### src/rtl/vol_scale_seq.sv
// Serial voltage-scaling sequencer: arbitrates per-domain level requests round-robin
// and drives a single shared regulator through a 4-phase handshake.
module vol_scale_seq #(
   parameter int NUM_PD      = 6,
   parameter int SETTLE_CYC  = 16,
   parameter int TIMEOUT_CYC = 255
) (
   input  logic                aopd_clk_32k,
   input  logic                aopd_rtc_rstn,
   input  logic [NUM_PD-1:0]   pd_vol_scale_req,
   input  logic [3*NUM_PD-1:0] pd_vol_scale,
   output logic [NUM_PD-1:0]   pd_vol_scale_ack,
   output logic [NUM_PD-1:0]   pd_vol_on,
   output logic                reg_req,
   output logic [2:0]          reg_pd_sel,
   output logic [2:0]          reg_level,
   input  logic                reg_ack,
   output logic                busy,
   output logic                timeout_err
);
   localparam int IW      = (NUM_PD > 1) ? $clog2(NUM_PD) : 1;
   localparam int CNT_MAX = (TIMEOUT_CYC > SETTLE_CYC) ? TIMEOUT_CYC : SETTLE_CYC;
   localparam int CW      = $clog2(CNT_MAX + 1);

   typedef enum logic [2:0] {IDLE, PROG, REL, SETTLE, ACK} state_t;

   state_t                   state;
   logic [NUM_PD-1:0]        sync1, sreq;
   logic [IW-1:0]            ptr, sel, gidx;
   logic [NUM_PD-1:0][2:0]   cur_lvl, lvl_in;
   logic [CW-1:0]            cnt;
   logic                     found, tmo;

   assign lvl_in     = pd_vol_scale;
   assign reg_pd_sel = 3'(sel);
   assign busy       = (state != IDLE);
   assign tmo        = (cnt == CW'(TIMEOUT_CYC - 1));

   // first pending synchronized request at or after ptr, wrapping
   always_comb begin
      logic [3:0] sum;
      sum   = '0;
      found = 1'b0;
      gidx  = '0;
      for (int k = 0; k < NUM_PD; k++) begin
         sum = 4'(ptr) + 4'(k);
         if (sum >= 4'(NUM_PD)) sum = sum - 4'(NUM_PD);
         if (!found && sreq[sum[IW-1:0]] && !pd_vol_scale_ack[sum[IW-1:0]]) begin
            found = 1'b1;
            gidx  = sum[IW-1:0];
         end
      end
   end

   always_ff @(posedge aopd_clk_32k or negedge aopd_rtc_rstn) begin
      if (!aopd_rtc_rstn) begin
         state            <= IDLE;
         sync1            <= '0;
         sreq             <= '0;
         ptr              <= '0;
         sel              <= '0;
         cur_lvl          <= '0;
         cnt              <= '0;
         pd_vol_scale_ack <= '0;
         pd_vol_on        <= '1;
         reg_req          <= 1'b0;
         reg_level        <= '0;
         timeout_err      <= 1'b0;
      end else begin
         sync1       <= pd_vol_scale_req;
         sreq        <= sync1;
         timeout_err <= 1'b0;
         unique case (state)
            IDLE: if (found) begin
               sel       <= gidx;
               reg_level <= lvl_in[gidx];
               ptr       <= (int'(gidx) == NUM_PD - 1) ? '0 : gidx + 1'b1;
               if (lvl_in[gidx] == cur_lvl[gidx]) begin
                  state                  <= ACK;
                  pd_vol_scale_ack[gidx] <= 1'b1;
               end else begin
                  state           <= PROG;
                  reg_req         <= 1'b1;
                  pd_vol_on[gidx] <= 1'b0;
                  cnt             <= '0;
               end
            end
            PROG: if (reg_ack) begin
               state   <= REL;
               reg_req <= 1'b0;
               cnt     <= '0;
            end else if (tmo) begin
               state                 <= ACK;
               reg_req               <= 1'b0;
               timeout_err           <= 1'b1;
               pd_vol_on[sel]        <= 1'b1;
               pd_vol_scale_ack[sel] <= 1'b1;
            end else begin
               cnt <= cnt + 1'b1;
            end
            REL: if (!reg_ack) begin
               state        <= SETTLE;
               cur_lvl[sel] <= reg_level;
               cnt          <= '0;
            end else if (tmo) begin
               // regulator never released: level is not trusted, cur_lvl kept
               state                 <= ACK;
               timeout_err           <= 1'b1;
               pd_vol_on[sel]        <= 1'b1;
               pd_vol_scale_ack[sel] <= 1'b1;
            end else begin
               cnt <= cnt + 1'b1;
            end
            SETTLE: if (cnt == CW'(SETTLE_CYC - 1)) begin
               state                 <= ACK;
               pd_vol_on[sel]        <= 1'b1;
               pd_vol_scale_ack[sel] <= 1'b1;
            end else begin
               cnt <= cnt + 1'b1;
            end
            ACK: if (!sreq[sel]) begin
               state                 <= IDLE;
               pd_vol_scale_ack[sel] <= 1'b0;
            end
            default: state <= IDLE;
         endcase
      end
   end
endmodule

### config.mk
export PLATFORM = sky130hd
export DESIGN_NAME = vol_scale_seq
export DESIGN_NICKNAME = d
export VERILOG_FILES = /design/src/rtl/vol_scale_seq.sv
export SDC_FILE = /design/constraint.sdc
export NUM_CORES = 1
export LEC_CHECK = 0
export ABC_AREA = 1
export ABC_CLOCK_PERIOD_IN_PS = 5760
export BUFFER_PORTS_ARGS = -buffer_cell sky130_fd_sc_hd__buf_2
export CAP_MARGIN = 20
export CORE_MARGIN = 4
export CORE_UTILIZATION = 25
export DETAILED_ROUTE_END_ITERATION = 8
export PLACE_DENSITY = 0.51
export SLEW_MARGIN = 15
export SYNTH_ARGS = -nofsm -noshare
export SYNTH_HDL_FRONTEND = slang
export SYNTH_SLANG_ARGS = --single-unit
### constraint.sdc
create_clock -name aopd_clk_32k -period 5.76 [get_ports aopd_clk_32k]
set_input_delay 0.576 -clock aopd_clk_32k [delete_from_list [all_inputs] [get_ports aopd_clk_32k]]
set_output_delay 0.576 -clock aopd_clk_32k [all_outputs]
set_load 0.01 [all_outputs]
; After elaboration in Yosys (flattened, before gate mapping)
; Cells that the tools add are included.
[totals]
reg_bits = 64
input_bits = 27
output_inout_bits = 21
wordCells = 202
[op_classes]
addsub = 13
magnitude_cmp = 16
eq_ne = 17
n_mux = 95
bitwise_logic = 8
reduce_logical = 36
[op_table]
columns = operator, count
row1 = 6-bit 2-to-1 mux, 13
row2 = 3-bit 2-to-1 mux, 23
row3 = 8-bit 2-to-1 mux, 6
row4 = 1-bit binary-select mux with 3-bit select, 13
row5 = 3-bit by 4-bit < comparator with 1-bit output (second input constant), 8
row6 = 8-bit one-hot mux with 4 select lines, 1
row7 = 6-bit one-hot mux with 5 select lines, 1
row8 = 1-bit 2-to-1 mux, 28
row9 = 6-bit one-hot mux with 4 select lines, 1
row10 = 4-bit by 3-bit >= comparator with 1-bit output (second input constant), 5
row11 = 3-bit binary-select mux with 3-bit select, 2
row12 = 18-bit bitwise mux, 1
row13 = 6-bit bitwise OR, 3
row14 = 3-bit subtractor (second input constant), 6
row15 = 2-bit inequality test (second input constant), 8
row16 = 3-bit one-hot mux with 5 select lines, 1
row17 = 1-bit logical AND, 13
row18 = 6-bit AND, 2
row19 = 6-bit NOT, 2
row20 = 1-bit zero test, 11
row21 = 3-bit demux with 3-bit select, 1
row22 = 3-bit by 2-bit adder with 4-bit output (second input constant), 2
row23 = 3-bit by 3-bit adder with 4-bit output (second input constant), 2
row24 = 8-bit by 1-bit adder with 8-bit output (second input constant), 1
row25 = other kinds (24), 31

; Logic depth before layout (Yosys ltp)
[depth]
word_depth = 36
ltp_mapped = 34

; Least setup slack after synthesis
; OpenSTA, ideal clock, no wires.
[synth_path]
path_kind = reg-to-reg
from = register ptr[0]
to = register cnt[1]
setup_time_ns = 0.117
t_arrival_ns = 3.357
required_ns = 5.643
setup_slack_ns = 2.286
stages_incl_launch_ff = 32
n_path_buf = 5
path_cell_list = dfrtp_1 > buf_6 > inv_4 > buf_6 > ha_1 > buf_2 > inv_2 > nand2_1 > nand3_1 > nand2_1 > nand2_1 > nand2_1 > nand3_1 > nand2_2 > nor2_4 > nor2_2 > nor2_4 > nand3_4 > nand2_4 > buf_6 > nand2_1 > o21ai_2 > nand2_1 > nand2_1 > nand2_1 > nand2_1 > nand2_1 > nor2_4 > nand3_4 > buf_6 > nand4_1 > nand2_1
[synth_between]
elab_chain_len = 32
elab_cells_between_ends = 89
[synth_lines]
columns = element, line_no
row1 = "start, declared", 29  ; logic [IW-1:0] ptr, sel, gidx;
row2 = "start signal, assigned", 77  ; ptr <= (int'(gidx) == NUM_PD - 1) ? '0 : gidx + 1'b1;
row3 = branches (longest 31 deep; another with 3-bit by 1-bit adder with 4-bit output), -
row4 = 4-bit AND reduction (no line) (*), -
row5 = "end signal, assigned", 99  ; cnt <= cnt + 1'b1;
row6 = "end signal, assigned", 112  ; cnt <= cnt + 1'b1;
row7 = "end signal, assigned", 119  ; cnt <= cnt + 1'b1;
row8 = "end, declared", 31  ; logic [CW-1:0] cnt;
; Every way passes the cells marked *. The select of a mux whose other input is x is not followed.
; A chain may end at the register's enable or synchronous reset.

; Worst setup path after layout
[layout_path]
from = register ptr[0]
to = register cnt[6]
; The elaborated chain is that of the path after synthesis.

==> implementation parameters <==
Parameter                              Value

Finish
  Utilization after layout ... 29.12%
  Final-stage net count ... 785
  Register area ... 1609 sq um
  Syn-to-layout area delta ... 14.89%
  Multi-input logic area ... 2671 sq um
  Total of fill cells in the finished design ... 2049
  Fraction of final layout cells sized beyond drive strength 1 ... 15.78%
  Commonest non-fill, non-tap cell in the layout ... nand2_1
  Commonest cells after routing, fill and taps aside ... nand2_1, inv_1, nand3_1
  Antenna fix cells ... 0

Timing
  Worst Tran Pin Value ... 1.099 ns
  Hold Violations, Final ... 0
  Period utilisation layout ... 81.55%
  Setup-violating endpoint count in the final report ... 0
  Setup repair after global routing missed its margin ... no
  Maximum achievable frequency ... 212.9 MHz
  Slew Limit Fails ... 0
  Worst hold margin ... 0.3444 ns
  Period minus WS final ... 4.697 ns
  Max-slew headroom at the worst pin ... 25.77%
  Setup clock skew after layout ... 0.009169 ns
  Setup_tns ... 0 ns

Critical path
  Crit Path Category ... reg -> reg
  Worst EP required ... 6.04 ns
  Internal reg-to-reg setup slack ... 1.06 ns
  Critical-path maximum fanout ... 20
  Critical Path Source Type ... flop
  Crit path arrival time ... 4.98 ns
  Worst Setup End Kind ... flop

Clocking
  TritonCTS clock tree ... built
  Post-CTS Hold Fix Bufs ... 0
  CTS HTree Levels ... 3
  Post-cts resize count ... 0
  Post-CTS Repair Setup Buffers ... 0
  Bufs on Longest Clock Path ... 2
  Buffer type at the clock tree root ... clkbuf_16
  Latest clock arrival within the worst-skew pair ... 0.34 ns
  Number of clock buffers inserted by TritonCTS ... 9
  Clk pin slew, worst setup/hold paths ... 0.06 ns
  Number of clock sinks ... 64

Global route
  Maximum number of pins on one net before global-route repair ... 65
  Global-route congestion overflow total ... 0
  GRT Resource Usage Total ... 13.01%
  Vias in the first global route ... 4317
  Initial antenna violation count ... 0
  First-pass GRT wire length ... 22.46 mm

Run status
  Outcome ... complete, no violations

Floorplan
  Num ports ... 48
  Die footprint ... 21230 sq um
  Initial core utilization ... 25.34%
  Chip Height ... 145.7 um
  Number of core rows ... 50
  X dimension of the die ... 145.7 um
  Core Footprint ... 18710 sq um

Min path
  Worst hold-check path type ... in -> reg

Synthesis
  Post-Synthesis Net Count ... 742
  Number of distinct library cells after synthesis ... 44
  Number of enable-type register cells in the synthesized netlist ... 0
  Share of the yosys chip area belonging to registers ... 33.94%
  Dominant synthesized flop cell ... dfrtp_1
  Count of mapped cells out of synthesis ... 706
  Share of synthesized flip-flops with an asynchronous set or reset ... 100.0%
  Mean area per synthesized cell ... 6.715 sq um
  Main area contributors after synthesis ... dfrtp_1, nand2_1, nand3_1
  Largest area contributor in the netlist ... dfrtp_1
  Warnings, synthesis ... 0
  Proportion of netlist area held by the largest area contributor ... 30.61%
  Mapped Area ... 4741 sq um
  FF+latch count, synth ... 64

Place
  Final HPWL DP ... 10.40 mm
  Routability-driven placement congestion ratio ... 0.8575
  Port Buffer Count ... 47

Routing
  Number of search-and-repair iterations in the first detailed-routing pass ... 5
  First DRT Iteration DRCs ... 301
  Post-DR wirelength/cell ... 13.88 um
  Post-detailed-route count of antenna-violating nets ... 0
  Drt drc ... 0
  Total Wirelength ... 13.71 mm
  Total via count after detailed routing ... 4501
  Vias per cell ... 4.556

Job
  # Max-Cap Violations ... 0
==> cell type report <==
type	instances	area share, %
clock inverter	2	0.2297
timing repair buffer	49	4.595
inverter	89	6.180
multi-input combinational	536	49.05
tap	234	5.376
sequential	64	29.54
clock buffer	14	5.031
==> registers in the layout (all words and copies together) (netlist names) <==
name and flops:
timeout_err 1, reg_pd_sel 3, state 3, pd_vol_on 6, reg_level 3, cur_lvl 18
sync1 6, ptr 3, pd_vol_scale_ack 6, cnt 8, sreq 6, reg_req 1
==> cell usage after synthesis (5+ instances only) <==
master,instances
a21oi_1,18
dfstp_2,6
buf_6,6
inv_1,78
nand2_2,8
inv_2,9
nand3_1,61
buf_2,6
ha_1,9
a22oi_1,5
nand2_1,265
mux2_2,5
nor2_1,39
nor3_1,13
nand3_2,5
dfrtp_1,58
xor2_1,7
o21ai_0,41
nand4_1,16
o21ai_1,7
==> logic make-up after synthesis <==
family,Yosys count,share of synthesized area [%]
compound gates,86,10.48
buf+inv,106,9.712
mux,5,1.188
flops,64,33.94
xor+xnor,7,1.293
simple gates,429,41.01
fa+ha+maj,9,2.375
==> worst max-delay path, cell delays in order (launching register included) <==
cell     delay, ns
dfrtp_1       0.81
inv_4         0.20
ha_1          0.48
inv_2         0.17
nand2_1       0.09
nand3_1       0.13
nand2_1       0.08
nand2_1       0.06
nand2_1       0.05
nand3_1       0.15
nand2_2       0.09
nor2_4        0.15
nor2_2        0.07
nand3_1       0.07
nand2_1       0.05
nor2_1        0.08
nor3b_4       0.56
inv_2         0.27
nand2_1       0.18
nand2_1       0.07
nand2_1       0.05
nand2_1       0.08
nor2_4        0.16
nand3_4       0.18
nand3_2       0.22
nand2_1       0.07
nand2_1       0.06
==> path summary, 6_finish.rpt <==
path	start	to	cells after the start
min reg2reg	sync1[1]	sreq[1]	0
min	pd_vol_scale_req[3]	sync1[3]	1
max in group asynchronous	aopd_rtc_rstn	sreq[1]	2
max reg2reg	ptr[0]	cnt[6]	26
min in group asynchronous	aopd_rtc_rstn	cnt[7]	2
max	ptr[0]	cnt[6]	26
==> per-layer routing <==
metal / share of wire (%) / GRT usage, % / wire, um
met5: 0 / 0 / 0
met1: 51 / 18.94 / 7052
met4: 1.2 / 3.561 / 167
met2: 43 / 19.56 / 5950
met3: 4.0 / 2.678 / 543
==> per-stage QoR <==
stage               cells  cell area, sq um  worst slack, ns
detailed placement    972              5160            1.080
floorplan             706              4741            2.286
global route          988              5446           0.4675
finish                988              5446            1.063
CTS                   988              5446            1.071
global placement      972              5160            1.205
Power is left out: the tool's default activity adds up to more than one toggle a clock period on the data nets, which glitch-free logic cannot reach.
